## src/rtl/battle_round_controller_pkg.sv

```systemverilog
// battle_round_controller_pkg: states, map geometry and coordinate helpers for the attack phase
package battle_round_controller_pkg;
   localparam int DATA_WIDTH    = 35;
   localparam int COLUNE_SIZE   = 7;
   localparam int TOTAL_COLUNES = 5;
   localparam int MAX_SHOTS     = 20;
   localparam int LED_HOLD      = 8;
   localparam int HOLD_W        = $clog2(LED_HOLD + 1);
   typedef enum logic [2:0] {IDLE = 3'd0, ARMED, CHECK, SHOW, WIN, LOSE} state_t;
   function automatic logic coord_ok(input logic [2:0] x, input logic [2:0] y);
      return int'(x) >= 1 && int'(x) <= TOTAL_COLUNES && int'(y) >= 1 && int'(y) <= COLUNE_SIZE;
   endfunction
   // column x owns slice [(6-x)*7-1 -: 7]; row 1 is the top (MSB) bit of that slice
   function automatic logic [5:0] cell_idx(input logic [2:0] x, input logic [2:0] y);
      return 6'((TOTAL_COLUNES - int'(x)) * COLUNE_SIZE + (COLUNE_SIZE - int'(y)));
   endfunction
   function automatic logic [5:0] ship_count(input logic [DATA_WIDTH-1:0] m);
      return 6'($countones(m));
   endfunction
endpackage

```

## src/rtl/battle_round_controller_if.sv

```systemverilog
// battle_round_controller_if: game-control bus (master = player/board side, slave = controller)
//   start, selected_map, x/y_coord_code, confirm_n : master -> slave
//   matriz_data, led_rgb, shot_err, ships_left, shots_left, game_state : slave -> master
interface battle_round_controller_if;
   import battle_round_controller_pkg::*;
   logic                  start;
   logic [DATA_WIDTH-1:0] selected_map;
   logic [2:0]            x_coord_code;
   logic [2:0]            y_coord_code;
   logic                  confirm_n;
   logic [DATA_WIDTH-1:0] matriz_data;
   logic [1:0]            led_rgb;
   logic                  shot_err;
   logic [5:0]            ships_left;
   logic [4:0]            shots_left;
   logic [2:0]            game_state;
   modport master (output start, selected_map, x_coord_code, y_coord_code, confirm_n,
                   input  matriz_data, led_rgb, shot_err, ships_left, shots_left, game_state);
   modport slave  (input  start, selected_map, x_coord_code, y_coord_code, confirm_n,
                   output matriz_data, led_rgb, shot_err, ships_left, shots_left, game_state);
endinterface

```

## src/rtl/battle_round_controller_button_sync_edge.sv

```systemverilog
// button_sync_edge: 2-FF synchroniser + falling-edge detect, one-cycle pulse per press
//   clk, reset : clock, sync active-high reset
//   i_btn_n    : raw active-low asynchronous button
//   o_pulse    : one-cycle pulse on each press
module button_sync_edge (
   input  logic clk,
   input  logic reset,
   input  logic i_btn_n,
   output logic o_pulse
);
   logic [2:0] r_sync;
   always_ff @(posedge clk) begin
      if (reset) r_sync <= '1;
      else       r_sync <= {r_sync[1:0], i_btn_n};
   end
   // [1] is the synchronised level, [2] its previous value
   assign o_pulse = r_sync[2] & ~r_sync[1];
endmodule

```

## src/rtl/battle_round_controller.sv

```systemverilog
// battle_round_controller: one player's attack phase over a 5x7 ship map
//   clk, reset : clock, sync active-high reset
//   bus        : battle_round_controller_if.slave (map/coords/button in; matrix, LED, status out)
//   SHOT_LIMIT_EN : when defined, shots are counted and LOSE becomes reachable
module battle_round_controller
   import battle_round_controller_pkg::*;
(
   input logic                       clk,
   input logic                       reset,
   battle_round_controller_if.slave  bus
);
   state_t                r_state, w_next;
   logic [DATA_WIDTH-1:0] r_map, r_shot, r_matriz;
   logic [2:0]            r_x, r_y;
   logic [5:0]            r_ships;
   logic [1:0]            r_led;
   logic [HOLD_W-1:0]     r_hold;
   logic                  w_pulse, w_valid, w_new, w_hit, w_capture, w_fire, w_hold_done, w_no_shots;
   logic [5:0]            w_idx;
   button_sync_edge u_confirm (.clk(clk), .reset(reset), .i_btn_n(bus.confirm_n), .o_pulse(w_pulse));
   assign w_valid     = coord_ok(r_x, r_y);
   assign w_idx       = w_valid ? cell_idx(r_x, r_y) : '0;
   assign w_new       = w_valid && !r_shot[w_idx];
   assign w_hit       = r_map[w_idx];
   assign w_capture   = bus.start && (r_state == IDLE || r_state == WIN || r_state == LOSE);
   assign w_fire      = r_state == CHECK && w_new;
   assign w_hold_done = r_hold == '0;
`ifdef SHOT_LIMIT_EN
   logic [4:0] r_shots;
   always_ff @(posedge clk) begin
      if (reset)                        r_shots <= '0;
      else if (w_capture)               r_shots <= 5'(MAX_SHOTS);
      else if (w_fire && r_shots != '0) r_shots <= r_shots - 5'd1;
   end
   assign w_no_shots     = r_shots == '0;
   assign bus.shots_left = r_shots;
`else
   assign w_no_shots     = 1'b0;
   assign bus.shots_left = '0;
`endif
   always_ff @(posedge clk) begin
      if (reset) r_state <= IDLE;
      else       r_state <= w_next;
   end
   always_comb begin
      w_next = r_state;
      unique case (r_state)
         IDLE, WIN, LOSE: w_next = bus.start ? ARMED : r_state;
         ARMED:           w_next = w_pulse ? CHECK : ARMED;
         CHECK:           w_next = w_new ? SHOW : ARMED;
         // ships_left was already updated on entry to SHOW, so WIN wins over LOSE
         SHOW:            w_next = !w_hold_done ? SHOW : r_ships == '0 ? WIN : w_no_shots ? LOSE : ARMED;
         default:         w_next = IDLE;
      endcase
   end
   always_comb begin
      bus.shot_err    = r_state == CHECK && !w_new;
      bus.game_state  = r_state;
      bus.led_rgb     = r_led;
      bus.matriz_data = r_matriz;
      bus.ships_left  = r_ships;
   end
   always_ff @(posedge clk) begin
      if (reset) begin
         r_map    <= '0;
         r_shot   <= '0;
         r_matriz <= '1;
         r_x      <= '0;
         r_y      <= '0;
         r_ships  <= '0;
         r_led    <= '0;
         r_hold   <= '0;
      end else begin
         if (w_capture) begin
            r_map    <= bus.selected_map;
            r_shot   <= '0;
            r_matriz <= '1;
            r_ships  <= ship_count(bus.selected_map);
         end
         if (r_state == ARMED && w_pulse) begin
            r_x <= bus.x_coord_code;
            r_y <= bus.y_coord_code;
         end
         if (w_fire) begin
            r_shot[w_idx] <= 1'b1;
            r_hold        <= HOLD_W'(LED_HOLD - 1);
            r_led         <= w_hit ? 2'b10 : 2'b01;
            if (w_hit) r_matriz[w_idx] <= 1'b0;
            if (w_hit && r_ships != '0) r_ships <= r_ships - 6'd1;
         end else if (r_state == SHOW) begin
            if (w_hold_done) r_led <= '0;
            else             r_hold <= r_hold - HOLD_W'(1);
         end
      end
   end
endmodule

```

## src/flat_wrapper.sv

```systemverilog
// flat-port wrapper written by rule: the top's interface ports become plain ports
module battle_round_controller_flat import battle_round_controller_pkg::*;
  (clk, reset, bus_start, bus_selected_map, bus_x_coord_code, bus_y_coord_code, bus_confirm_n, bus_matriz_data, bus_led_rgb, bus_shot_err, bus_ships_left, bus_shots_left, bus_game_state);
  battle_round_controller_if bus_i ();
  input logic clk;
  input logic reset;
  input wire logic [$bits(bus_i.start)-1:0] bus_start;
  input wire logic [$bits(bus_i.selected_map)-1:0] bus_selected_map;
  input wire logic [$bits(bus_i.x_coord_code)-1:0] bus_x_coord_code;
  input wire logic [$bits(bus_i.y_coord_code)-1:0] bus_y_coord_code;
  input wire logic [$bits(bus_i.confirm_n)-1:0] bus_confirm_n;
  output wire logic [$bits(bus_i.matriz_data)-1:0] bus_matriz_data;
  output wire logic [$bits(bus_i.led_rgb)-1:0] bus_led_rgb;
  output wire logic [$bits(bus_i.shot_err)-1:0] bus_shot_err;
  output wire logic [$bits(bus_i.ships_left)-1:0] bus_ships_left;
  output wire logic [$bits(bus_i.shots_left)-1:0] bus_shots_left;
  output wire logic [$bits(bus_i.game_state)-1:0] bus_game_state;
  assign bus_i.start = bus_start;
  assign bus_i.selected_map = bus_selected_map;
  assign bus_i.x_coord_code = bus_x_coord_code;
  assign bus_i.y_coord_code = bus_y_coord_code;
  assign bus_i.confirm_n = bus_confirm_n;
  assign bus_matriz_data = bus_i.matriz_data;
  assign bus_led_rgb = bus_i.led_rgb;
  assign bus_shot_err = bus_i.shot_err;
  assign bus_ships_left = bus_i.ships_left;
  assign bus_shots_left = bus_i.shots_left;
  assign bus_game_state = bus_i.game_state;
  battle_round_controller u_core (.clk(clk), .reset(reset), .bus(bus_i));
endmodule
```

## config.mk

```make
export PLATFORM = sky130hd
export DESIGN_NAME = battle_round_controller_flat
export DESIGN_NICKNAME = d
export VERILOG_FILES = /design/src/rtl/battle_round_controller_pkg.sv /design/src/rtl/battle_round_controller_if.sv /design/src/rtl/battle_round_controller_button_sync_edge.sv /design/src/rtl/battle_round_controller.sv /design/src/flat_wrapper.sv
export SDC_FILE = /design/constraint.sdc
export NUM_CORES = 1
export LEC_CHECK = 0
export ABC_AREA = 1
export BUFFER_PORTS_ARGS = -buffer_cell sky130_fd_sc_hd__buf_2
export CORE_UTILIZATION = 40
export DETAILED_ROUTE_END_ITERATION = 10
export GPL_ROUTABILITY_DRIVEN = 0
export MAX_ROUTING_LAYER = met4
export PLACE_DENSITY = 0.64
export SYNTH_ARGS = -nofsm -noshare
export SYNTH_HDL_FRONTEND = slang
export SYNTH_SLANG_ARGS = --single-unit
```

## constraint.sdc

```tcl
create_clock -name clk -period 11.3 [get_ports clk]
set_input_delay 1.13 -clock clk [delete_from_list [all_inputs] [get_ports clk]]
set_output_delay 1.13 -clock clk [all_outputs]
set_load 0.01 [all_outputs]
```

After elaboration in Yosys (flattened, before gate mapping):

Cells that the tools add are included.

* input bits: 45
* register bits after elaboration: 129
* output and inout bits: 52

* add/sub/neg operators: 39
* magnitude comparators: 5
* bitwise gates (word level): 6
* multiply operators: 1
* reductions and logical operators: 24
* equality and inequality tests: 7
* mux-type cells: 30

Operator list (number)
* $mux 35: 7
* $add 6x6->6: 17
* $and 35x35->35: 1
* $not 35->35: 1
* $or 35x35->35: 1
* $add 1x1->2: 17
* $mul 32x4->6 const B: 1
* $mux 6: 4
* $mux 3: 6
* $bmux 1 s6: 2
* $mux 2: 6
* $pmux 3 s4: 1
* $logic_and 1x1->1: 9
* $sub 3x3->4 const A: 2
* $lt 6x7->1 const B: 1
* $add 6x1->6: 1
* $demux 1 s6: 1
* $eq 3x2->1 const B: 2
* $eq 3x3->1 const B: 2
* $ge 3x1->1 const B: 2
* $ge 6x1->1 const B: 1
* $logic_not 6->1: 1
* $reduce_and 2->1: 3
* $reduce_bool 6->1: 1
* other kinds (16): 22

Depth between registers and ports, before layout:

Gate-level depths: netlist of the first run.

* depth in word-level cells: 12
* mapped depth: 25
* depth with buffers taken out: 25

Cells and area by module:

From an unflattened synthesis of the first run, not the netlist that was laid out.

* cells, all modules: 1134
* area total of the unflattened synthesis: 7759.9 um^2

By module, submodules not included
* battle_round_controller: instances 1, cells each 1122, area an instance 7666.1 um^2, sequential area each 2522.4 um^2
* button_sync_edge: instances 1, cells each 12, area an instance 93.8 um^2, sequential area each 60.1 um^2

Worst setup path after synthesis of the first run:

OpenSTA, ideal clock, no wires.

* kind: input to register
* from: input bus_selected_map[18]
* to: register u_core.r_ships[5], in the netlist u_core.bus.ships_left[5]
* data required time: 11187 ps
* data arrival time: 5693 ps
* setup time: 113 ps
* slack: 5493 ps
* cell stages on the path: 22
* cells stage by stage: ha_1 -> fa_1 -> inv_1 -> fa_1 -> inv_1 -> fa_1 -> fa_1 -> fa_1 -> inv_1 -> fa_1 -> inv_1 -> ha_1 -> inv_1 -> fa_1 -> nor2_1 -> a211oi_1 -> xor2_1 -> nor2_1 -> a21oi_1 -> nand2_1 -> nand2_1 -> nor2_1

* cells in the longest elaborated chain, start to end: 9

RTL lines
* start, declared: line flat_wrapper.sv:8 `input wire logic [$bits(bus_i.selected_map)-1:0] bus_selected_map;`
* $add 1x1->2 (implied by the code) *: line battle_round_controller_pkg.sv:18 `return 6'($countones(m));`
* $add 6x6->6 (implied by the code) * (5 in a row): line battle_round_controller_pkg.sv:18
* $mux 6 *: line battle_round_controller.sv:74 `if (w_capture) begin`
* $mux 6: line battle_round_controller.sv:89 `if (w_hit && r_ships != '0) r_ships <= r_ships - 6'd1;`
* $mux 6 *: line battle_round_controller.sv:84 `if (w_fire) begin`
* end signal, assigned: line battle_round_controller.sv:78 `r_ships <= ship_count(bus.selected_map);`
* end signal, assigned: line battle_round_controller.sv:89
* end, declared: line battle_round_controller.sv:15 `logic [5:0] r_ships;`

Every way passes the cells marked *; elsewhere a longest branch is shown, timed or not.
A chain may end at the register's enable or synchronous reset.

Worst setup path after layout of the first run:

Same ends and word-level chain as after synthesis.

==> impl_metrics.tcl, run 1 <==
set metrics [dict create \
    synth-async-reset-ratio_pct 0 \
    min-delay-start "u_core.u_confirm.r_sync[0]" \
    yosys.area_share.simple_pct 25.8 \
    cts_buffers 17 \
    combPwrFrac_pct 40.8 \
    placed_area_um2 8240 \
    initial_core_util_pct 41.0 \
    pwr-share-clk_pct 31.8 \
    reg2reg_depth 20 \
    grt_pass1_wl_um 32400 \
    crit_required_ps 11630 \
    num_rows 50 \
    worstHoldPathType "reg2reg" \
    multi_input_area_um2 4310 \
    setup_tns_ps 0 \
    p_seq_share_pct 27.4 \
    power_mw 1.77 \
    postSynthCellCount 1092 \
    max_stage_delay_ps 560 \
    drive_gt1_share_pct 13.8 \
    post_drt_wl_per_cell_um 13.7 \
    synth_top_flop_cell "dfxtp_1" \
    nNetsFinal 1279 \
    grt_pass1_vias 6659 \
    track_usage_pct 21.3 \
    timing.final.crit_share_pct 51.5 \
    synth_fa_ha_area_share_pct 15.4 \
    fin_area_um2 8840 \
    dieArea_um2 19800 \
    status "complete, no violations" \
    cts_tree "yes" \
    drc 0 \
    grtUsageMet1_pct 27.7 \
    synth_edf_count 0 \
    relSlewSlack_pct 35.6 \
    vdd_drop_max_uv 169 \
    gr-usage-met2_pct 33.7 \
    crit_path_start_kind "input port" \
    insertion_delay_ps 430 \
    synth_top_family_by_area "simple AND/OR/NAND/NOR gates" \
    synth_compound_area_share_pct 12.9 \
    synth_commonest_cells "nand2_1, inv_1, dfxtp_1" \
    timing.fmax_mhz 172 \
    setup_viol 0 \
    yosys_warnings 0 \
    hpwl_um 13800 \
    grtUsageMet3_pct 3.57 \
    yosysMostFrequentCell "nand2_1" \
    synth_area_leaders "dfxtp_1, nand2_1, fa_1" \
    core_area_um2 18800 \
    worstPathArrival_ps 6140 \
    holdBufCountCts 0 \
    p_switching_mw 0.650 \
    synth.cell_area_um2 7700 \
    die_h_um 141 \
    power_density_nw_per_um2 200 \
    cts-root-buf "clkbuf_16" \
    crit_top_cell "fa_1" \
    num_antenna_cells 0 \
    synth_seq_cells 129 \
    cts_resized 0 \
    drtIter0Drc 417 \
    path_clk_slew_ps 70 \
    top_usage_layer "met2" \
    via_per_inst 4.89 \
    hold_path_depth 1 \
    n_fill_cell 1912 \
    drv_cap 0 \
    antenna_found_initial 0 \
    grt_max_degree 85 \
    yosysTopAreaCell "dfxtp_1" \
    port_buffers 91 \
    dr.pass1.iters 5 \
    num_vias 6862 \
    routed_wl_um 19300 \
    path_cells "buf_2 > ha_1 > fa_1 > inv_1 > fa_1 > inv_1 > fa_1 > fa_1 > fa_1 > inv_1 > fa_1 > inv_1 > ha_1 > inv_1 > fa_1 > nor2_1 > a211oi_1 > xor2_1 > nor2_1 > a21oi_1 > nand2_1 > nand2_1 > nor2_1" \
    end_kind "register" \
    p_int_mw 1.12 \
    clock_path_buffers 2 \
    register_area_um2 2580 \
    clkSinkCount 129 \
    crit_type "in2reg" \
    swShare_pct 36.7 \
    r2r_start "u_core.r_x[1]" \
    timing.final.crit_period_ps 5820 \
    postRouteAntennaNets 0 \
    place_ws_ps 5020 \
    cp_slowest_cell "fa_1" \
    skew_ps 16.1 \
    area_growth_pct 14.8 \
    synthDistinctLibCells 38 \
    holdWs_ps 409 \
    post-cts-setup-buffers 0 \
    final_max_slew_viol_count 0 \
    cts_htree_levels 4 \
    cp-startpoint "bus_selected_map[18]" \
    worstMarginPinSlew_ps 957 \
    synth-seq-area-share_pct 33.5 \
    timing.rr.end "u_core.bus.matriz_data[1]" \
    synth.area.mux_share_pct 0.146 \
    p_leak_nw 3.98 \
    fp.dieW_um 141 \
    avgSynthCellArea_um2 7.05 \
    report.final.hold_viol_count 0 \
    cp_max_fo 2 \
    crit_buf_inv 6 \
    ioPinCount 97 \
    fin_ws_ps 5480 \
    synth-xor-area-share_pct 1.36 \
    whs_endpoint "u_core.u_confirm.r_sync[1]" \
    r2r_slack_ps 6300 \
    synth_top_cell_area_share_pct 33.5 \
    cp_top_family "adder cells" \
    grt_overflow 0 \
    grt_setup_unrepaired "false" \
]
[sequential cells by signal (all words and copies together) (netlist names), 4 cells and up]
name and flops:
u_core.bus.ships_left 6, u_core.r_shot 35, u_core.r_map 35, u_core.bus.matriz_data 35, u_core.r_hold 4
[cell families (layout without fill, tap and decap cells)]
family / count (synthesis) / after routing
fa+ha+maj: 77 / 77
flops: 129 / 129
mux: 1 / 1
simple gates: 484 / 484
compound gates: 185 / 185
buf+inv: 203 / 277
xor+xnor: 12 / 12
other cells: 1 / 5
[power by group through the flow]
stage | Clock, mW | Combinational (mW) | Sequential (mW)
after floorplan | 0 | 0.545 | 0.495
after global placement | 0 | 0.713 | 0.495
after detailed placement | 0 | 0.713 | 0.496
after CTS | 0.567 | 0.727 | 0.486
after global routing | 0.587 | 0.846 | 0.488
final | 0.563 | 0.723 | 0.486
[placed cells by master, fill, tap and decap left out, types with 17 or more instances in the layout]
| cell | instances |
|---|---|
| inv_1 | 142 |
| a21oi_1 | 71 |
| dfxtp_1 | 129 |
| o21ai_1 | 25 |
| nor2_1 | 115 |
| ha_1 | 47 |
| buf_2 | 91 |
| o21ai_0 | 62 |
| nand2_1 | 293 |
| fa_1 | 30 |
| clkbuf_16 | 17 |
| nand3_1 | 44 |
[worst max-delay path by stage]
stage                                     to  depth (start not counted)
floorplan           u_core.bus.ships_left[5]                         22
global placement    u_core.bus.ships_left[5]                         23
detailed placement  u_core.bus.ships_left[5]                         23
CTS                 u_core.bus.ships_left[5]                         23
global route        u_core.bus.ships_left[5]                         23
finish              u_core.bus.ships_left[5]                         23
[routing by layer]
layer | vias to the layer above | share of wire, %
li1 | 3537 | -
met1 | 3184 | 49
met2 | 117 | 46
met3 | 24 | 3.1
met4 | 0 | 1.8
met5 | - | 0
[stage by stage]
| step | utilization (%) | std cells |
|---|---|---|
| after floorplan | - | 1096 |
| after CTS | 47.1 | 1404 |
| final | 47.1 | 1404 |
| after detailed placement | 43.9 | 1372 |
| after global routing | 47.1 | 1404 |
| after global placement | 43.9 | 1372 |
[cell type report]
type,instances,share of cell area [%]
Clock buffer,19,5.12
Clock inverter,13,1.71
Inverter,149,6.33
Multi-Input combinational cell,764,48.7
Sequential cell,129,29.2
Tap cell,234,3.31
Timing Repair Buffer,96,5.58
[worst reg2reg max path, cell delays in order, from the launching register on]
cell	delay, ps
dfxtp_1	470
inv_1	170
ha_1	310
inv_1	40
ha_1	260
inv_1	50
fa_1	530
fa_1	600
inv_1	90
nand4_1	240
nor2_1	210
nand3_1	110
nand2_1	50
o21ai_1	130
nand2_1	110
nor2_4	200
nand3_4	250
nor2_4	680
nand2_1	190
o21ai_1	120
nand2_1	60
(Power assumes the default switching activity.)
==> run 2: changes to the inputs <==
Settings changed: PLACE_DENSITY 0.64 to 0.66.
Clock period 11.3 ns to 4.88 ns, I/O delays scaled along.
==> impl_metrics.tcl, run 2 (synthesis results as in run 1) <==
set metrics [dict create \
    port_buffers 91 \
    drtIter0Drc 430 \
    r2r_start "u_core.r_x[1]" \
    report.final.hold_viol_count 0 \
    ioPinCount 97 \
    end_kind "register" \
    core_area_um2 18800 \
    fin_ws_ps 17.7 \
    initial_core_util_pct 41.0 \
    final_max_slew_viol_count 0 \
    dr.pass1.iters 5 \
    p_leak_nw 4.20 \
    area_growth_pct 20.3 \
    clkSinkCount 129 \
    holdBufCountCts 0 \
    cts_tree "yes" \
    grt_pass1_wl_um 33100 \
    p_seq_share_pct 26.6 \
    place_ws_ps -447 \
    min-delay-start "bus_confirm_n" \
    n_fill_cell 1893 \
    hpwl_um 14000 \
    cts-root-buf "clkbuf_16" \
    worstMarginPinSlew_ps 918 \
    vdd_drop_max_uv 533 \
    swShare_pct 35.5 \
    pwr-share-clk_pct 29.9 \
    antenna_found_initial 0 \
    skew_ps 8.90 \
    worstHoldPathType "in2reg" \
    routed_wl_um 19500 \
    layout_commonest_cell "nand2_1" \
    cp_max_fo 2 \
    cts_buffers 17 \
    clock_path_buffers 2 \
    post_drt_wl_per_cell_um 13.4 \
    drc 0 \
    insertion_delay_ps 420 \
    num_antenna_cells 0 \
    die_h_um 141 \
    dieArea_um2 19800 \
    drive_gt1_share_pct 18.3 \
    p_int_mw 2.73 \
    nNetsFinal 1328 \
    fp.dieW_um 141 \
    timing.rr.end "u_core.bus.ships_left[5]" \
    status "complete, no violations" \
    num_rows 50 \
    crit_type "in2reg" \
    grt_max_degree 60 \
    worstPathArrival_ps 5180 \
    grt_pass1_vias 6701 \
    postRouteAntennaNets 0 \
    r2r_slack_ps 400 \
    setup_tns_ps 0 \
    num_vias 6989 \
    timing.fmax_mhz 206 \
    p_switching_mw 1.50 \
    via_per_inst 4.81 \
    crit_required_ps 5200 \
    register_area_um2 2580 \
    cts_htree_levels 4 \
    reg2reg_depth 22 \
    timing.final.crit_share_pct 99.6 \
    multi_input_area_um2 4380 \
    final_cell_mix "nand2_1, inv_1, dfxtp_1" \
    grt_setup_unrepaired "true" \
    setup_viol 0 \
    crit_path_start_kind "input port" \
    timing.final.crit_period_ps 4860 \
    power_density_nw_per_um2 456 \
    grt_overflow 0 \
    track_usage_pct 21.7 \
    whs_endpoint "u_core.u_confirm.r_sync[0]" \
    hold_path_depth 2 \
    combPwrFrac_pct 43.5 \
    relSlewSlack_pct 38.8 \
    path_clk_slew_ps 60 \
    drv_cap 0 \
]
-- run 2: routing by layer --
| layer | GRT usage (%) | share of wire, % |
|---|---|---|
| met1 | 28.1 | 48 |
| met2 | 35.1 | 47 |
| met3 | 3.40 | 3.4 |
| met4 | 6.18 | 1.4 |
| met5 | - | 0 |
-- run 2: final cells by class --
cell class / count / area share (%)
Sequential cell: 129 / 27.9
Inverter: 149 / 6.04
Tap cell: 234 / 3.16
Multi-Input combinational cell: 764 / 47.2
Clock buffer: 23 / 5.16
Clock inverter: 8 / 1.11
Timing Repair Buffer: 145 / 9.43
-- run 2: worst max path at each step --
stage	endpoint	slack (ps)	start	cells after the start
after floorplan	u_core.bus.ships_left[5]	-110	bus_selected_map[18]	22
after global placement	u_core.bus.ships_left[5]	-470	bus_selected_map[18]	23
after detailed placement	u_core.bus.ships_left[5]	-450	bus_selected_map[18]	23
after CTS	u_core.bus.ships_left[5]	-20	bus_selected_map[32]	23
after global routing	u_core.bus.ships_left[5]	-160	bus_selected_map[18]	23
final	u_core.bus.ships_left[5]	20	bus_selected_map[18]	23
-- run 2: critical path, stage by stage --
cell      delay [ps]
buf_2            120
ha_4             160
fa_1             520
inv_1             50
fa_1             500
inv_1             50
fa_1             580
fa_1             440
fa_1             490
inv_1             50
fa_2             520
inv_1             40
ha_2             160
inv_2             60
fa_2             210
nor2_2            50
a211oi_2         150
xor2_1           160
nor2_1            50
a21oi_1          140
nand2_1           60
nand2_1           60
nor2_1            40
-- run 2: timing repair --
item,in CTS,in global routing
buffers inserted,0,2
pin swaps,1,8
endpoints found under the setup margin,2,22
gates resized for setup,1,10
-- run 2: power by group through the flow --
stage	Combinational (mW)	Clock, mW	Sequential, mW
3_3_place_gp	1.76	0	1.15
4_1_cts	1.78	1.28	1.12
5_1_grt	2.12	1.33	1.13
2_1_floorplan	1.30	0	1.15
6_report	1.84	1.26	1.12
3_5_place_dp	1.74	0	1.15
-- run 2: per-stage QoR --
stage / util [%] / cell area (um^2) / instances / hold WS [ps] / power, mW
2_1_floorplan: - / 7740 / 1096 / 389 / 2.45
3_3_place_gp: 46.0 / 8630 / 1419 / 393 / 2.90
3_5_place_dp: 46.0 / 8630 / 1419 / 400 / 2.89
4_1_cts: 49.1 / 9210 / 1450 / 231 / 4.18
5_1_grt: 49.4 / 9270 / 1452 / 237 / 4.57
6_report: 49.4 / 9270 / 1452 / 244 / 4.22
==> run 3: changes to the inputs <==
--- a/config.mk
+++ b/config.mk
@@ -6,5 +6,5 @@
 export NUM_CORES = 1
 export LEC_CHECK = 0
-export ABC_AREA = 1
+export ABC_AREA = 0
 export BUFFER_PORTS_ARGS = -buffer_cell sky130_fd_sc_hd__buf_2
 export CORE_UTILIZATION = 40
==> constraint.sdc (replaced) <==
create_clock -name clk -period 4.88 [get_ports clk]
set_input_delay 0.244 -clock clk [delete_from_list [all_inputs] [get_ports clk]]
set_output_delay 0.244 -clock clk [all_outputs]
set_load 0.01 [all_outputs]
==> impl_metrics.tcl, run 3 <==
set metrics [dict create \
    synth-seq-area-share_pct 35.2 \
    worstHoldPathType "in2reg" \
    clkSinkCount 129 \
    synth_edf_count 0 \
    drtIter0Drc 392 \
    power_density_nw_per_um2 478 \
    synth_top_family_by_area "simple AND/OR/NAND/NOR gates" \
    cts-root-buf "clkbuf_16" \
    grt_overflow 0 \
    met2_length_um 8950 \
    wl_met1_um 8890 \
    power_mw 4.41 \
    synth_commonest_cells "dfxtp_1, nand2_1, inv_1" \
    ioPinCount 97 \
    fin_area_um2 9220 \
    yosys_warnings 0 \
    grt_pass1_vias 6031 \
    crit_required_ps 4640 \
    synth-async-reset-ratio_pct 0 \
    drive_gt1_share_pct 27.1 \
    grt_max_degree 116 \
    yosysMostFrequentCell "dfxtp_1" \
    synth_area_leaders "dfxtp_1, fa_1, ha_1" \
    cp-startpoint "u_core.r_x[1]" \
    timing.fmax_mhz 208 \
    num_antenna_cells 0 \
    n_fill_cell 1679 \
    timing.rr.end "u_core.bus.ships_left[4]" \
    final_max_slew_viol_count 0 \
    crit_type "reg2out" \
    post_drt_wl_per_cell_um 16.1 \
    reg2reg_depth 17 \
    drc 0 \
    topRoutingLayerUsed "met4" \
    r2r_start "u_core.r_x[1]" \
    cts_buffers 17 \
    worstMarginPinSlew_ps 1120 \
    synth.area.mux_share_pct 4.53 \
    port_buffers 91 \
    final_cell_mix "dfxtp_1, nand2_1, buf_2" \
    core_area_um2 18000 \
    hpwl_um 13200 \
    path_clk_slew_ps 60 \
    drv_cap 0 \
    skew_ps 8.51 \
    relSlewSlack_pct 24.8 \
    endpoint "bus_shot_err" \
    area_growth_pct 25.5 \
    worstPathArrival_ps 4570 \
    synth.cell_area_um2 7340 \
    report.final.hold_viol_count 0 \
    avgSynthCellArea_um2 8.88 \
    synth_seq_cells 129 \
    cts_htree_levels 4 \
    insertion_delay_ps 420 \
    track_usage_pct 21.5 \
    cp_max_fo 5 \
    layout_commonest_cell "dfxtp_1" \
    dieArea_um2 18900 \
    wl_met3_um 983 \
    synthDistinctLibCells 74 \
    cts_tree "yes" \
    crit_path_start_kind "register" \
    initial_core_util_pct 40.9 \
    yosysTopAreaCell "dfxtp_1" \
    p_leak_nw 3.72 \
    postRouteAntennaNets 0 \
    end_kind "output port" \
    timing.final.crit_period_ps 4810 \
    grt_setup_unrepaired "true" \
    via_per_inst 5.33 \
    clock_path_buffers 2 \
    num_vias 6316 \
    r2r_slack_ps 150 \
    grt_pass1_wl_um 30600 \
    setup_viol 0 \
    status "complete, no violations" \
    vdd_drop_max_uv 466 \
    placed_area_um2 8240 \
    num_rows 49 \
    antenna_found_initial 0 \
    yosys.area_share.simple_pct 18.1 \
    die_h_um 138 \
    synth_fa_ha_area_share_pct 16.2 \
    synth_top_cell_area_share_pct 35.2 \
    nNetsFinal 1066 \
    postSynthCellCount 827 \
    timing.final.crit_share_pct 98.6 \
    synth-xor-area-share_pct 2.15 \
    fp.dieW_um 138 \
    dr.pass1.iters 5 \
    synth_top_flop_cell "dfxtp_1" \
    synth_compound_area_share_pct 16.5 \
    routed_wl_um 19100 \
]
run 3: changes by cell type after synthesis, sizes merged, moves of 13 or more:
cell | previous run | this run
o22ai | 0 | 38
nand3 | 46 | 12
inv | 148 | 69
nor2 | 122 | 68
a21oi | 71 | 58
mux2i | 0 | 22
o21ai | 88 | 6
nand2 | 295 | 100
nand2b | 0 | 42
a32oi | 0 | 30
run 3: metal layers:
layer,vias to the layer above,global-route usage (%)
met1,3030,28.5
met2,175,33.2
li1,3088,-
met4,0,6.35
met5,-,-
met3,23,3.79
run 3: cells by family (layout without fill, tap and decap cells):
kind of cell	after synthesis	in the layout
xor+xnor	15	15
other cells	1	5
simple gates	276	276
compound gates	175	175
fa+ha+maj	77	77
buf+inv	125	250
flops	129	129
mux	29	29
run 3: how the worst min path moves through the flow:
stage                                           from                          to  slack (ps)  cells past startpoint
after CTS                        bus_y_coord_code[2]               u_core.r_y[2]          50                      3
after detailed placement  u_core.u_confirm.r_sync[0]  u_core.u_confirm.r_sync[1]         400                      1
after global routing             bus_x_coord_code[2]               u_core.r_x[2]          70                      3
final                            bus_y_coord_code[2]               u_core.r_y[2]          60                      3
after floorplan                        bus_confirm_n  u_core.u_confirm.r_sync[0]         350                      1
after global placement    u_core.u_confirm.r_sync[0]  u_core.u_confirm.r_sync[1]         400                      1
run 3: final cells by class:
class | instances | area, um^2 | area share, %
Inverter | 69 | 259 | 2.81
Timing Repair Buffer | 150 | 962 | 10.4
Sequential cell | 129 | 2590 | 28.1
Multi-Input combinational cell | 577 | 4450 | 48.2
Clock buffer | 21 | 470 | 5.10
Tap cell | 229 | 287 | 3.11
Clock inverter | 10 | 205 | 2.23
run 3: timing repair:
| item | in CTS | in global routing |
|---|---|---|
| setup endpoints to repair | 1 | 24 |
| endpoints found under the hold margin | 1 | 0 |
| setup buffers | 0 | 7 |
| hold buffers | 1 | 0 |
| gates resized for setup | 4 | 60 |
| pin swaps | 3 | 30 |
| gates cloned | 0 | 1 |
run 3: power by group:
part / internal (mW) / total, mW / switching (mW)
registers: 1.09 / 1.12 / 0.0262
clock network: 0.994 / 1.46 / 0.469
logic: 0.867 / 1.83 / 0.961
total: 2.95 / 4.41 / 1.46
run 3: worst max-delay path, stage by stage, from the launching register on:
cell	delay, ps
dfxtp_4	360
buf_6	120
ha_4	240
ha_4	260
inv_2	30
fa_2	560
fa_2	470
buf_4	160
buf_4	150
nand2_4	70
o22ai_1	60
a311o_1	360
a221oi_2	250
o22ai_2	150
or4_4	500
buf_6	130
and2_4	150
buf_6	110
run 3: metrics by stage:
| stage | worst slack [ps] | instances | TNS, ps | util (%) | hold slack [ps] |
|---|---|---|---|---|---|
| final | 69.5 | 1185 | 0 | 51.3 | 58.9 |
| after global routing | -77.9 | 1185 | -142 | 51.3 | 66.0 |
| after CTS | 29.8 | 1178 | 0 | 49.8 | 48.8 |
| after detailed placement | -320 | 1146 | -554 | 45.9 | 401 |
| after global placement | -254 | 1146 | -405 | 45.9 | 400 |
| after floorplan | 20.3 | 831 | 0 | - | 348 |
